==> config.mk <==
export PLATFORM = sky130hd
export DESIGN_NAME = alu_rhs_arbiter
export DESIGN_NICKNAME = d
export VERILOG_FILES = /design/src/rtl/alu_rhs_arbiter_pkg.sv /design/src/rtl/alu_rhs_arbiter_fifo.sv /design/src/rtl/alu_rhs_arbiter.sv
export SDC_FILE = /design/constraint.sdc
export NUM_CORES = 1
export LEC_CHECK = 0
export ABC_CLOCK_PERIOD_IN_PS = 1650
export CAP_MARGIN = 30
export CORE_ASPECT_RATIO = 0.8
export CORE_MARGIN = 10
export CORE_UTILIZATION = 33
export DETAILED_ROUTE_END_ITERATION = 10
export GPL_TIMING_DRIVEN = 0
export PLACE_DENSITY = 0.65
export SYNTH_ARGS = -nofsm -noshare
export SYNTH_HDL_FRONTEND = slang
export SYNTH_SLANG_ARGS = --single-unit
==> constraint.sdc <==
create_clock -name AluClock -period 1.65 [get_ports AluClock]
set_clock_uncertainty 0.15 [all_clocks]
set_input_delay 0.33 -clock AluClock [delete_from_list [all_inputs] [get_ports AluClock]]
set_output_delay 0.33 -clock AluClock [all_outputs]
set_load 0.005 [all_outputs]
==> src/rtl/alu_rhs_arbiter_pkg.sv <==
// Shared definitions for the two-requester logic-unit arbiter:
// function codes, requester id, response FIFO sizing and entry layout.
package alu_rhs_arbiter_pkg;

  // Function code: bit n is the result for operand bit pair {lhs,rhs} == n,
  // and drives the logic unit select line ACn_RHSn.
  typedef enum logic [3:0] {
    FUNC_ZERO     = 4'b0000,
    FUNC_AND      = 4'b1000,
    FUNC_OR       = 4'b1110,
    FUNC_XOR      = 4'b0110,
    FUNC_NOT_LHS  = 4'b0011,
    FUNC_PASS_LHS = 4'b1100,
    FUNC_PASS_RHS = 4'b1010,
    FUNC_ONES     = 4'b1111
  } alu_func_t;

  // 0 = main pipeline, 1 = auxiliary requester
  typedef logic req_id_t;

  localparam int RSP_FIFO_DEPTH = 2;
  localparam int RSP_CNT_W      = $clog2(RSP_FIFO_DEPTH + 1);
  localparam int RSP_PTR_W      = $clog2(RSP_FIFO_DEPTH);

  // One response: issuing requester and captured logic result
  typedef struct packed {
    req_id_t    id;
    logic [7:0] data;
  } rsp_entry_t;

endpackage

==> src/rtl/alu_rhs_arbiter_fifo.sv <==
// In-order response FIFO (depth 2, 9-bit {id, data} entries).
// The arbiter's credit scheme guarantees it never overflows.
module alu_rsp_fifo
  import alu_rhs_arbiter_pkg::*;
(
  input  logic                 clk,
  input  logic                 rst_n,
  input  logic                 push,
  input  logic [8:0]           push_data,
  input  logic                 pop,
  output logic                 head_valid,
  output logic [8:0]           head_data,
  output logic [RSP_CNT_W-1:0] count
);

  logic [8:0]           mem_reg [RSP_FIFO_DEPTH];
  logic [RSP_PTR_W-1:0] wr_ptr_reg;
  logic [RSP_PTR_W-1:0] rd_ptr_reg;
  logic [RSP_CNT_W-1:0] count_reg;
  logic [RSP_CNT_W-1:0] count_next;
  logic                 pop_ok;

  assign pop_ok     = pop && (count_reg != '0);
  assign head_valid = (count_reg != '0);
  assign head_data  = mem_reg[rd_ptr_reg];
  assign count      = count_reg;

  // Storage slots; cleared on reset so the head reads as zero
  for (genvar gi = 0; gi < RSP_FIFO_DEPTH; gi++) begin : g_slot
    // Write this slot when the write pointer addresses it
    always_ff @(posedge clk or negedge rst_n) begin
      if (!rst_n) begin
        mem_reg[gi] <= '0;
      end else if (push && (wr_ptr_reg == RSP_PTR_W'(gi))) begin
        mem_reg[gi] <= push_data;
      end
    end
  end

  // Occupancy: a simultaneous push and pop leaves it unchanged
  always_comb begin
    count_next = count_reg;
    case ({push, pop_ok})
      2'b10:   count_next = count_reg + 1'b1;
      2'b01:   count_next = count_reg - 1'b1;
      default: count_next = count_reg;
    endcase
  end

  // Pointer and count state
  always_ff @(posedge clk or negedge rst_n) begin
    if (!rst_n) begin
      wr_ptr_reg <= '0;
      rd_ptr_reg <= '0;
      count_reg  <= '0;
    end else begin
      if (push)   wr_ptr_reg <= wr_ptr_reg + 1'b1;
      if (pop_ok) rd_ptr_reg <= rd_ptr_reg + 1'b1;
      count_reg <= count_next;
    end
  end

  // A push into a full FIFO means the upstream credit accounting is broken
  assert property (@(posedge clk) disable iff (!rst_n)
    !(push && (count_reg == RSP_CNT_W'(RSP_FIFO_DEPTH))));

endmodule

==> src/rtl/alu_rhs_arbiter.sv <==
// Round-robin arbiter sharing one combinational logic unit between a
// pipeline requester (0) and an auxiliary requester (1). Granted operands
// are registered onto the unit, an in-flight tracker follows each op for
// LATENCY+1 edges, and results land tagged in a 2-entry response FIFO.
// Issue is credit-limited to 2 outstanding ops (in flight + queued).
module alu_rhs_arbiter
  import alu_rhs_arbiter_pkg::*;
#(
  parameter int LATENCY = 1  // edges from operand drive until Logic is valid, 0..3
) (
  input  logic       AluClock,
  input  logic       nReset,
  input  logic       ReqValid0,
  input  logic       ReqValid1,
  output logic       ReqReady0,
  output logic       ReqReady1,
  input  logic [7:0] ReqLHS0,
  input  logic [7:0] ReqRHS0,
  input  logic [7:0] ReqLHS1,
  input  logic [7:0] ReqRHS1,
  input  logic [3:0] ReqFunc0,
  input  logic [3:0] ReqFunc1,
  output logic [7:0] LHS,
  output logic [7:0] RHS,
  output logic       AC0_RHS0,
  output logic       AC1_RHS1,
  output logic       AC2_RHS2,
  output logic       AC3_RHS3,
  input  logic [7:0] Logic,
  output logic       RspValid,
  input  logic       RspReady,
  output logic       RspId,
  output logic [7:0] RspData
);

  if (LATENCY < 0 || LATENCY > 3) begin : g_bad_latency
    $error("alu_rhs_arbiter: LATENCY must be in 0..3");
  end

  logic                 last_grant_reg;
  logic [7:0]           lhs_reg;
  logic [7:0]           rhs_reg;
  alu_func_t            func_reg;
  logic [LATENCY:0]     stage_valid_reg;
  logic [LATENCY:0]     stage_id_reg;

  logic [2:0]           inflight_count;
  logic [2:0]           occupancy;
  logic [RSP_CNT_W-1:0] fifo_count;
  logic                 credit_ok;
  logic                 grant0;
  logic                 grant1;
  logic                 grant_any;
  req_id_t              grant_id;
  rsp_entry_t           push_entry;
  rsp_entry_t           head_entry;
  logic                 fifo_push;
  logic                 fifo_pop;

  // Count ops still travelling through the logic unit
  always_comb begin
    inflight_count = '0;
    for (int i = 0; i <= LATENCY; i++) begin
      inflight_count = inflight_count + 3'(stage_valid_reg[i]);
    end
  end

  // Credit comes from registered state only, so a pop frees it next cycle
  assign occupancy = 3'(fifo_count) + inflight_count;
  assign credit_ok = nReset && (occupancy < 3'(RSP_FIFO_DEPTH));

  // Each ready looks only at the other requester's valid, never its own.
  // On a tie the pointer hands the slot to whoever was not granted last.
  assign ReqReady0 = credit_ok && (!ReqValid1 || last_grant_reg);
  assign ReqReady1 = credit_ok && (!ReqValid0 || !last_grant_reg);

  assign grant0    = ReqValid0 && ReqReady0;
  assign grant1    = ReqValid1 && ReqReady1;
  assign grant_any = grant0 || grant1;
  assign grant_id  = grant1;

  // Drive granted operands/function to the logic unit and remember the winner
  always_ff @(posedge AluClock or negedge nReset) begin
    if (!nReset) begin
      lhs_reg        <= '0;
      rhs_reg        <= '0;
      func_reg       <= FUNC_ZERO;
      last_grant_reg <= 1'b1;
    end else if (grant_any) begin
      lhs_reg        <= grant1 ? ReqLHS1 : ReqLHS0;
      rhs_reg        <= grant1 ? ReqRHS1 : ReqRHS0;
      func_reg       <= alu_func_t'(grant1 ? ReqFunc1 : ReqFunc0);
      last_grant_reg <= grant_id;
    end
  end

  // In-flight tracker: stage 0 loads on issue, the last stage marks capture
  always_ff @(posedge AluClock or negedge nReset) begin
    if (!nReset) begin
      stage_valid_reg <= '0;
      stage_id_reg    <= '0;
    end else begin
      stage_valid_reg[0] <= grant_any;
      stage_id_reg[0]    <= grant_id;
      for (int i = 1; i <= LATENCY; i++) begin
        stage_valid_reg[i] <= stage_valid_reg[i-1];
        stage_id_reg[i]    <= stage_id_reg[i-1];
      end
    end
  end

  assign fifo_push  = stage_valid_reg[LATENCY];
  assign push_entry = '{id: stage_id_reg[LATENCY], data: Logic};
  assign fifo_pop   = RspValid && RspReady;

  alu_rsp_fifo u_rsp_fifo (
    .clk        (AluClock),
    .rst_n      (nReset),
    .push       (fifo_push),
    .push_data  (push_entry),
    .pop        (fifo_pop),
    .head_valid (RspValid),
    .head_data  (head_entry),
    .count      (fifo_count)
  );

  assign RspId    = head_entry.id;
  assign RspData  = head_entry.data;
  assign LHS      = lhs_reg;
  assign RHS      = rhs_reg;
  assign AC0_RHS0 = func_reg[0];
  assign AC1_RHS1 = func_reg[1];
  assign AC2_RHS2 = func_reg[2];
  assign AC3_RHS3 = func_reg[3];

endmodule

# After elaboration in Yosys (flattened, before gate mapping)
# Cells that the tools add are included.
# op_classes
add_sub_neg	6
div	0
muxes	7
reduce_logical	17
shifts	0
magnitude_cmp	2
bitwise_logic	2
multipliers	0
eq_ne	2
# ops
operator	count
9-bit two-way mux	3
8-bit two-way mux	2
1-bit logical AND	9
4-bit two-way mux	1
2-bit case mux with 2 select lines	1
2-bit nonzero test	2
2-bit by 2-bit adder with 3-bit output	1
1-bit logical NOT	3
1-bit logical OR	3
3-bit by 2-bit less-than comparator with 1-bit output (second input constant)	1
1-bit adder (second input constant)	2
1-bit by 1-bit adder with 2-bit output	1
2-bit by 1-bit adder with 2-bit output (second input constant)	1
2-bit by 1-bit equality test with 1-bit output (second input constant)	1
2-bit equality test (second input constant)	1
2-bit >= comparator (second input constant)	1
1-bit NOT with 2-bit output	1
2-bit by 1-bit subtractor with 2-bit output (second input constant)	1
1-bit NOT	1
# totals
rom_bits	0
ram_bits	0
regBits	47
output_inout_bits	32
word_cells	47
memories	0
latch_bits	0

# Longest topological paths before layout
# Gate-level depths: netlist of run 1.
# depth
depth_word	7
depth_mapped	6
mapped_depth_nobuf	6

# Modules after synthesis
# From an unflattened synthesis of run 1, not the netlist that was laid out.
# hier_totals
cells_unflattened	146
area_unflattened_um2	2233.4
# by_module_without_submodules
module	cells_per_inst	n_inst	area_per_inst_um2
alu_rhs_arbiter	84	1	1280.0
alu_rsp_fifo	62	1	953.4

# Worst setup path after synthesis of run 1
# No wires, ideal clock.
# synth_path
path_kind	register to register
startpoint	register u_rsp_fifo.count_reg[0], in the netlist u_rsp_fifo.count[0]
endpoint	register lhs_reg[7], in the netlist LHS[7]
setup_ps	125
setup_slack_ps	-75
stages_incl_launch_ff	6
synth_period_minus_slack_ps	1725
arrival_time_ps	1450
cell_sequence	dfrtp_1 > ha_1 > nand2_1 > o2111ai_1 > buf_4 > mux2_2
# synth_via
elab_chain_cells	6
word_cells_on_any_way	9
cone_classes	add/sub: 1; order compare: 1; mux: 1; reduce/logical: 6
# synth_lines
element	line_no	text
start: declaration	alu_rhs_arbiter_fifo.sv:19	logic [RSP_CNT_W-1:0] count_reg;
start signal: assignment	alu_rhs_arbiter_fifo.sv:59	count_reg <= count_next;
2-bit by 2-bit adder with 3-bit output (*)	alu_rhs_arbiter.sv:69	assign occupancy = 3'(fifo_count) + inflight_count;
3-bit by 2-bit less-than comparator with 1-bit output (*)	alu_rhs_arbiter.sv:70	assign credit_ok = nReset && (occupancy < 3'(RSP_FIFO_DEPTH));
1-bit logical AND (*)	alu_rhs_arbiter.sv:70	
1-bit logical AND (on tied branches)	alu_rhs_arbiter.sv:75, alu_rhs_arbiter.sv:74	
1-bit logical AND (on tied branches)	alu_rhs_arbiter.sv:78, alu_rhs_arbiter.sv:77	
8-bit two-way mux or 1-bit logical OR (tied branches)	alu_rhs_arbiter.sv:90, alu_rhs_arbiter.sv:79	
end signal: assignment	alu_rhs_arbiter.sv:90	lhs_reg <= grant1 ? ReqLHS1 : ReqLHS0;
end: declaration	alu_rhs_arbiter.sv:41	logic [7:0] lhs_reg;
# Mark *: on every way between the ends. The rest lies on a longest branch, timed or not.
# A chain may end at the register's enable or synchronous reset.

# Worst setup path after layout of run 1
# layout_path
startpoint	register stage_valid_reg[0]
endpoint	output port ReqReady1
# layout_via
elab_chain_cells	5
# layout_lines
element	line_no	text
start: declaration	alu_rhs_arbiter.sv:44	logic [LATENCY:0] stage_valid_reg;
start signal: assignment	alu_rhs_arbiter.sv:103	stage_valid_reg[0] <= grant_any;
start signal: indexed assignment	alu_rhs_arbiter.sv:106	stage_valid_reg[i] <= stage_valid_reg[i-1];
1-bit by 1-bit adder with 2-bit output	alu_rhs_arbiter.sv:64	inflight_count = inflight_count + 3'(stage_valid_reg[i]);
2-bit by 2-bit adder with 3-bit output	alu_rhs_arbiter.sv:69	
3-bit by 2-bit less-than comparator with 1-bit output	alu_rhs_arbiter.sv:70	
1-bit logical AND	alu_rhs_arbiter.sv:70	
1-bit logical AND	alu_rhs_arbiter.sv:75	assign ReqReady1 = credit_ok && (!ReqValid0 || !last_grant_reg);
end: declaration	alu_rhs_arbiter.sv:16	output logic ReqReady1,
# Every way passes these cells.

==> metrics.md, run 1 <==
| Metric | Value |
|---|---|
| Status | complete, but fails checks |
| Failing checks | setup timing |
| Synth warn | 0 |
| Sw frac | 0.301 |
| Vias per cell | 4.56 |
| Crit-path cells | ha_4, nand2_4, nand3_2, a21oi_2, buf_2 |
| Minimum clock period | 1.88 ns |
| Most common cell after layout, fill and taps aside | clkdlybuf4s50_1 |
| Core area | 6470 um^2 |
| Sw Pwr | 1.69 mW |
| Top Ports | 85 |
| Worst Reg-to-Reg Cells | 6 |
| Post-Syn Instances | 145 |
| Highest Clock Rate | 533 MHz |
| Via count | 1549 |
| RD Place Congestion | 0.694 |
| Number of DRC markers in iteration 0 | 48 |
| Syn_nets | 200 |
| Rel. slew slack | 0.678 |
| Fin nets | 310 |
| Die H | 93.4 um |
| Clock-pin slew on the worst setup and hold paths | 0.09 ns |
| Max reg flops | 18 |
| XOR/XNOR Fraction of Synth Area | 0.0197 |
| Arr. time, crit path | 1.40 ns |
| # DRC | 0 |
| Slew @ Worst Pin | 0.481 ns |
| Syn Area/Cell | 15.3 um^2 |
| DP HPWL | 3930 um |
| RSZ-0062 raised after global routing | true |
| Sequential Power Share | 0.366 |
| Clock power frac | 0.122 |
| Gr usage total | 0.102 |
| Reg-to-Reg Start | u_rsp_fifo.count[0]$_DFFE_PN0P_ |
| Period utilisation layout | 1.14 |
| Mux contribution to synthesized area | 0.371 |
| Drt total wl | 5540 um |
| CTS tree | built |
| # rows | 26 |
| Max rail drop VDD | 485 uV |
| Clock Tree Buf Depth | 2 |
| Number of diodes | 0 |
| Die ar. | 10400 um^2 |
| Die W | 112 um |
| Dpl cells | 314 |
| # setup viols final | 33 |
| GRT overflow | 0 |
| Number of cells in the finished layout apart from fillers | 340 |
| Drt wl/cell | 16.3 um |
| DP Area | 3190 um^2 |
| Distinct cells, synth | 23 |
| Slew Viols, Final | 0 |
| Root Driver | clkbuf_8 |
| R2R Path End | RHS[3]$_DFFE_PN0P_ |
| Worst-Skew Late Latency | 0.30 ns |
| WP depth | 5 |
| CP required | 1.17 ns |
| H-Tree Depth | 2 |
| Worst path buffer plus inverter count | 1 |
| Slowest cell on crit path | dfrtp_1 |
| Simple-gate share of the synthesized area | 0.0242 |
| Fillers | 563 |
| Drt first pass iters | 4 |
| First-pass GRT wire length | 8630 um |
| Critical path origin | stage_valid_reg[0]$_DFF_PN0_ |
| R2R Setup Slk | -0.15 ns |
| Setup WS post-layout | -0.226 ns |
| Clk sink count | 47 |
| Pint | 3.92 mW |
| Hold path start | stage_id_reg[0]$_DFF_PN0_ |
| Crit. End Element | output port |
| Post-synthesis sequential area ratio | 0.530 |
| Leak | 1.62 nW |
| Synth Area in Adders | 0.0113 |
| Initial Utilization | 0.343 |
| Cell area after synthesis | 2220 um^2 |
| Synth Area in Compound Gates | 0.0203 |
| Tightest Hold Check Type | reg -> reg |
| Layout cells sized above 1 | 0.480 |
| Top delay family on crit path | flip-flops |
| Initial antenna violation count | 0 |
| Fin. Hold Viols | 0 |
| Largest net degree at the start of global routing | 24 |
| Synth-to-Final Area Change | 60.3% |
| Kind of critical path | reg -> out |
| Post-DRT Antenna Nets | 0 |
| Total CTS buffers | 5 |
| Number of global-route vias before repair | 1713 |
| Logic pwr share | 0.512 |
| Main combinational cell family by area after synthesis | multiplexers |
| Critical path fanouts, max | 2 |
| Most frequent cells in the layout | clkdlybuf4s50_1 (49), dfrtp_1 (45), mux2_2 (40) |
| Max Cap Viol | 0 |
| Port bufs | 84 |
| Max incr delay on CP | 0.42 ns |
| Worst Setup Start Kind | flip-flop |
| Power per cell area | 1570 nW/um^2 |
| Last element of the critical path | ReqReady1 |
| Synth Register Bits | 47 |
| Final Cell Area | 3560 um^2 |
-- cell type report --
| type | count | area [um^2] | area share |
|---|---|---|---|
| inverters | 3 | 11.3 | 0.00316 |
| flip-flops and latches | 47 | 1180 | 0.331 |
| clock buffers | 5 | 68.8 | 0.0193 |
| well taps | 84 | 105 | 0.0295 |
| clock inverters | 3 | 20.0 | 0.00562 |
| plain buffers | 4 | 48.8 | 0.0137 |
| multi-input cells | 90 | 1110 | 0.310 |
| repair buffers | 104 | 1020 | 0.288 |
-- metrics by stage --
stage	setup slack [ns]	total power [mW]	util	hold WS, ns	setup TNS, ns
floorplan	-0.0285	3.29	-	-0.116	-0.519
global placement	-2.32	4.59	0.491	0.185	-121.52
detailed placement	-0.755	4.63	0.493	0.186	-16.95
CTS	-0.273	5.27	0.521	0.203	-8.52
global route	-0.275	6.01	0.550	0.212	-6.43
finish	-0.226	5.61	0.550	0.198	-4.56
-- what timing repair did --
item	in CTS	in global routing
endpoints found under the hold margin	23	0
pin swaps	5	4
gates resized for setup	86	26
setup endpoints to repair	52	35
cloned	1	1
hold buffers	3	0
buffers inserted	10	2
-- logic make-up (layout without fill, tap and decap cells) --
kind of cell | after synthesis | after routing
flip-flops | 47 | 47
buffers and inverters | 8 | 119
AND/OR/NAND/NOR | 10 | 10
AO/OA/AOI/OAI | 6 | 6
multiplexers | 67 | 67
XOR/XNOR | 5 | 5
adder cells (fa/ha/maj) | 2 | 2
-- cells in the mapped netlist --
cell | n | share of area
nand3_1 | 1 | 0.0022
dfrtp_1 | 46 | 0.52
a21oi_1 | 2 | 0.0045
a41oi_1 | 1 | 0.0039
xor2_1 | 3 | 0.012
buf_4 | 2 | 0.0068
a21boi_2 | 1 | 0.0051
nand2_1 | 2 | 0.0034
buf_6 | 2 | 0.010
and2_1 | 2 | 0.0056
nor2_2 | 2 | 0.0056
and3_1 | 1 | 0.0028
xnor2_1 | 2 | 0.0079
dfstp_2 | 1 | 0.012
o2111ai_1 | 1 | 0.0039
inv_1 | 3 | 0.0051
clkbuf_1 | 1 | 0.0017
a31oi_1 | 1 | 0.0028
ha_1 | 2 | 0.011
mux2_4 | 19 | 0.13
mux2_2 | 48 | 0.24
or2_2 | 1 | 0.0028
nor2_1 | 1 | 0.0017
-- how the worst min path moves through the flow --
stage | slack [ns] | end | cells after the start
after floorplan | -0.12 | LHS[0]$_DFFE_PN0P_ | 0
after global placement | 0.18 | stage_id_reg[1]$_DFF_PN0_ | 0
after detailed placement | 0.19 | stage_id_reg[1]$_DFF_PN0_ | 0
after CTS | 0.20 | stage_id_reg[1]$_DFF_PN0_ | 0
after global routing | 0.21 | stage_id_reg[1]$_DFF_PN0_ | 0
final | 0.20 | stage_id_reg[1]$_DFF_PN0_ | 0
-- layer usage --
layer,vias to the layer above,wire [um],global-route usage
li1,738,-,-
met1,736,2480,0.119
met2,68,2380,0.154
met3,7,614,0.0607
met4,0,53,0.0353
met5,-,0,0
-- worst reg2reg max path: stages, from the launching register on --
cell	delay [ns]
dfrtp_1	0.42
ha_4	0.29
nand2_4	0.05
buf_4	0.15
o2111ai_4	0.11
buf_6	0.19
mux2_2	0.33
-- power by group through the flow --
| stage | sequential, mW | clock [mW] | combinational, mW |
|---|---|---|---|
| floorplan | 2.02 | 0 | 1.28 |
| global placement | 2.02 | 0 | 2.56 |
| detailed placement | 2.04 | 0 | 2.59 |
| CTS | 2.03 | 0.716 | 2.52 |
| global route | 2.13 | 0.758 | 3.13 |
| finish | 2.05 | 0.682 | 2.87 |
(Power assumes the default switching activity.)
==> run 2, diff against run 1 <==
HOLD_SLACK_MARGIN = 0.08   (was not set)
SLEW_MARGIN = 30   (was not set)
==> run 2 against run 1 <==
  * Critical endpoint is now RspData[3]
  * Sequential share of layout area increased by 0.26 points
  * Clock-buffer cell count unchanged
  * Critical path type unchanged
  * Combinational power about the same
  * Core utilization decreased by 0.43 points
  * First-iteration DRC count decreased by 27%
  * Sequential cell count unchanged
  * Clock power about the same
  * The flow still finishes with violations (setup timing)
  * Sequential power about the same
  * Highest routed layer unchanged
  * Power decreased by 0.43%
  * Design area decreased by 0.77%
  * Via count decreased by 0.32%
==> metrics.md, run 2 (synthesized netlist as in run 1, its figures left out) <==
| Metric | Value |
|---|---|
| Status | complete, but fails checks |
| Failing checks | setup timing |
| Most frequent cells in the layout | clkdlybuf4s50_1 (49), dfrtp_1 (45), mux2_2 (42) |
| R2R Path End | func_reg[3]$_DFFE_PN0P_ |
| Drt total wl | 5490 um (-0.79%) |
| Hold depth | 0 (unchanged) |
| Hold path start | stage_id_reg[0]$_DFF_PN0_ |
| Setup slack at placement | -0.570 ns (+0.185 ns) |
| Max reg flops | 18 (unchanged) |
| Core area | 6470 um^2 (unchanged) |
| Drt wl/cell | 16.2 um (-0.50%) |
| Clock Tree Buf Depth | 2 (unchanged) |
| RSZ-0062 raised after global routing | true |
| Post-route setup TNS | -3.91 ns (+0.651 ns) |
| Clk sink count | 47 (unchanged) |
| Number of DRC markers in iteration 0 | 35 (-27%) |
| Top delay family on crit path | flip-flops |
| DP HPWL | 3930 um (-0.14%) |
| Fin nets | 309 (-0.32%) |
| CP required | 1.17 ns (about the same) |
| Max incr delay on CP | 0.43 ns (about the same) |
| Worst path buffer plus inverter count | 3 (+2) |
| Largest net degree at the start of global routing | 25 (+4.2%) |
| Gr usage total | 0.103 (+0.00108) |
| First-pass GRT wire length | 8750 um (+1.4%) |
| Drt first pass iters | 4 (unchanged) |
| Initial antenna violation count | 0 (unchanged) |
| Number of global-route vias before repair | 1722 (+0.53%) |
| # DRC | 0 (unchanged) |
| GRT overflow | 0 (unchanged) |
| CTS tree | built |
| H-Tree Depth | 2 (unchanged) |
| Power per cell area | 1580 nW/um^2 (+0.35%) |
| Max Cap Viol | 0 (unchanged) |
| Initial Utilization | 0.343 (unchanged) |
| Setup WS post-layout | -0.200 ns (+0.0260 ns) |
| Period utilisation layout | 1.12 (-0.0158) |
| Most common cell after layout, fill and taps aside | clkdlybuf4s50_1 |
| Arr. time, crit path | 1.37 ns (-0.03 ns) |
| Total CTS buffers | 5 (unchanged) |
| Slowest cell on crit path | dfrtp_2 |
| Max rail drop VDD | 489 uV (+0.76%) |
| Slew @ Worst Pin | 0.521 ns (+0.0397 ns) |
| Root Driver | clkbuf_8 |
| Number of diodes | 0 (unchanged) |
| Crit. End Element | output port |
| Worst Setup Start Kind | flip-flop |
| Reg-to-Reg Start | stage_valid_reg[0]$_DFF_PN0_ |
| Kind of critical path | reg -> out |
| Tightest Hold Check Type | reg -> reg |
| Fin. Hold Viols | 0 (unchanged) |
| RD Place Congestion | 0.694 (unchanged) |
| Rel. slew slack | 0.653 (-0.0254) |
| Minimum clock period | 1.85 ns (-0.0260 ns) |
| Leak | 1.60 nW (-1.2%) |
| Slew Viols, Final | 0 (unchanged) |
| Port bufs | 84 (unchanged) |
| # rows | 26 (unchanged) |
| # setup viols final | 32 (-3.0%) |
| Crit-path cells | buf_6, buf_6, mux2_4, buf_6 |
| Vias per cell | 4.55 (about the same) |
| Post-DRT Antenna Nets | 0 (unchanged) |
| Via count | 1544 (-0.32%) |
| Die H | 93.4 um (unchanged) |
| Met1 GRT Util | 0.120 (+0.00114) |
| M2 GR Usage | 0.155 (+0.000969) |
| Die ar. | 10400 um^2 (unchanged) |
| Worst-Skew Late Latency | 0.30 ns (about the same) |
| Clock-pin slew on the worst setup and hold paths | 0.09 ns (about the same) |
| R2R Setup Slk | -0.12 ns (+0.03 ns) |
| Overall power | 5.59 mW (-0.43%) |
| Layout cells sized above 1 | 0.482 (+0.00188) |
| Critical Path Most Common Cell | buf_6 |
| Hold EP | stage_id_reg[1]$_DFF_PN0_ |
| Highest Clock Rate | 541 MHz (+1.4%) |
| Top Ports | 85 (unchanged) |
| Die W | 112 um (unchanged) |
| Synth-to-Final Area Change | 59.0% |
| Critical path fanouts, max | 5 (+3) |
| GRT Max-Usage Layer | met2 |
| Met3 GRT Util | 0.0626 (+0.00192) |
| Worst Reg-to-Reg Cells | 6 (unchanged) |
run 2: cell type report:
type	instances	area [um^2]
fillers	570	2940
flip-flops and latches	47	1180
multi-input cells	90	1110
repair buffers	103	997
well taps	84	105
clock buffers	5	68.8
plain buffers	4	48.8
clock inverters	3	20.0
inverters	3	11.3
run 2: power by group:
part | switching, mW | internal (mW)
combinational | 0.971 | 1.88
clock | 0.385 | 0.295
sequential | 0.328 | 1.73
run 2: what timing repair did:
item                                    4_1_cts  5_1_grt
setup buffers                                 9        3
pin swaps                                     6        3
cloned                                        1        1
endpoints found under the setup margin       52       35
gates resized for setup                      86       24
endpoints found under the hold margin        23       23
hold buffers                                  3        1
run 2: worst max-delay path by stage:
stage,from,endpoint,slack [ns],cells past startpoint
floorplan,u_rsp_fifo.count[0]$_DFFE_PN0P_,LHS[7]$_DFFE_PN0P_,-0.03,5
global placement,nReset,ReqReady0,-2.32,4
detailed placement,ReqValid1,func_reg[3]$_DFFE_PN0P_,-0.57,5
CTS,u_rsp_fifo.count[0]$_DFFE_PN0P_,ReqReady1,-0.26,5
global route,u_rsp_fifo.count[0]$_DFFE_PN0P_,ReqReady1,-0.25,5
finish,u_rsp_fifo.rd_ptr_reg$_DFFE_PN0N_,RspData[3],-0.20,4
run 2: layer usage:
layer | routed length (um) | vias up
met5 | 0 | -
met4 | 72 | 0
met3 | 635 | 9
met2 | 2420 | 64
met1 | 2360 | 736
li1 | - | 735
run 2: per-stage QoR:
stage / cells / instance area, um^2 / hold WS [ns] / utilization
final: 339 / 3540 / 0.200 / 0.546
after global routing: 339 / 3540 / 0.212 / 0.546
after CTS: 334 / 3380 / 0.203 / 0.522
after detailed placement: 314 / 3200 / 0.109 / 0.494
after global placement: 313 / 3180 / 0.185 / 0.491
after floorplan: 145 / 2230 / -0.116 / -
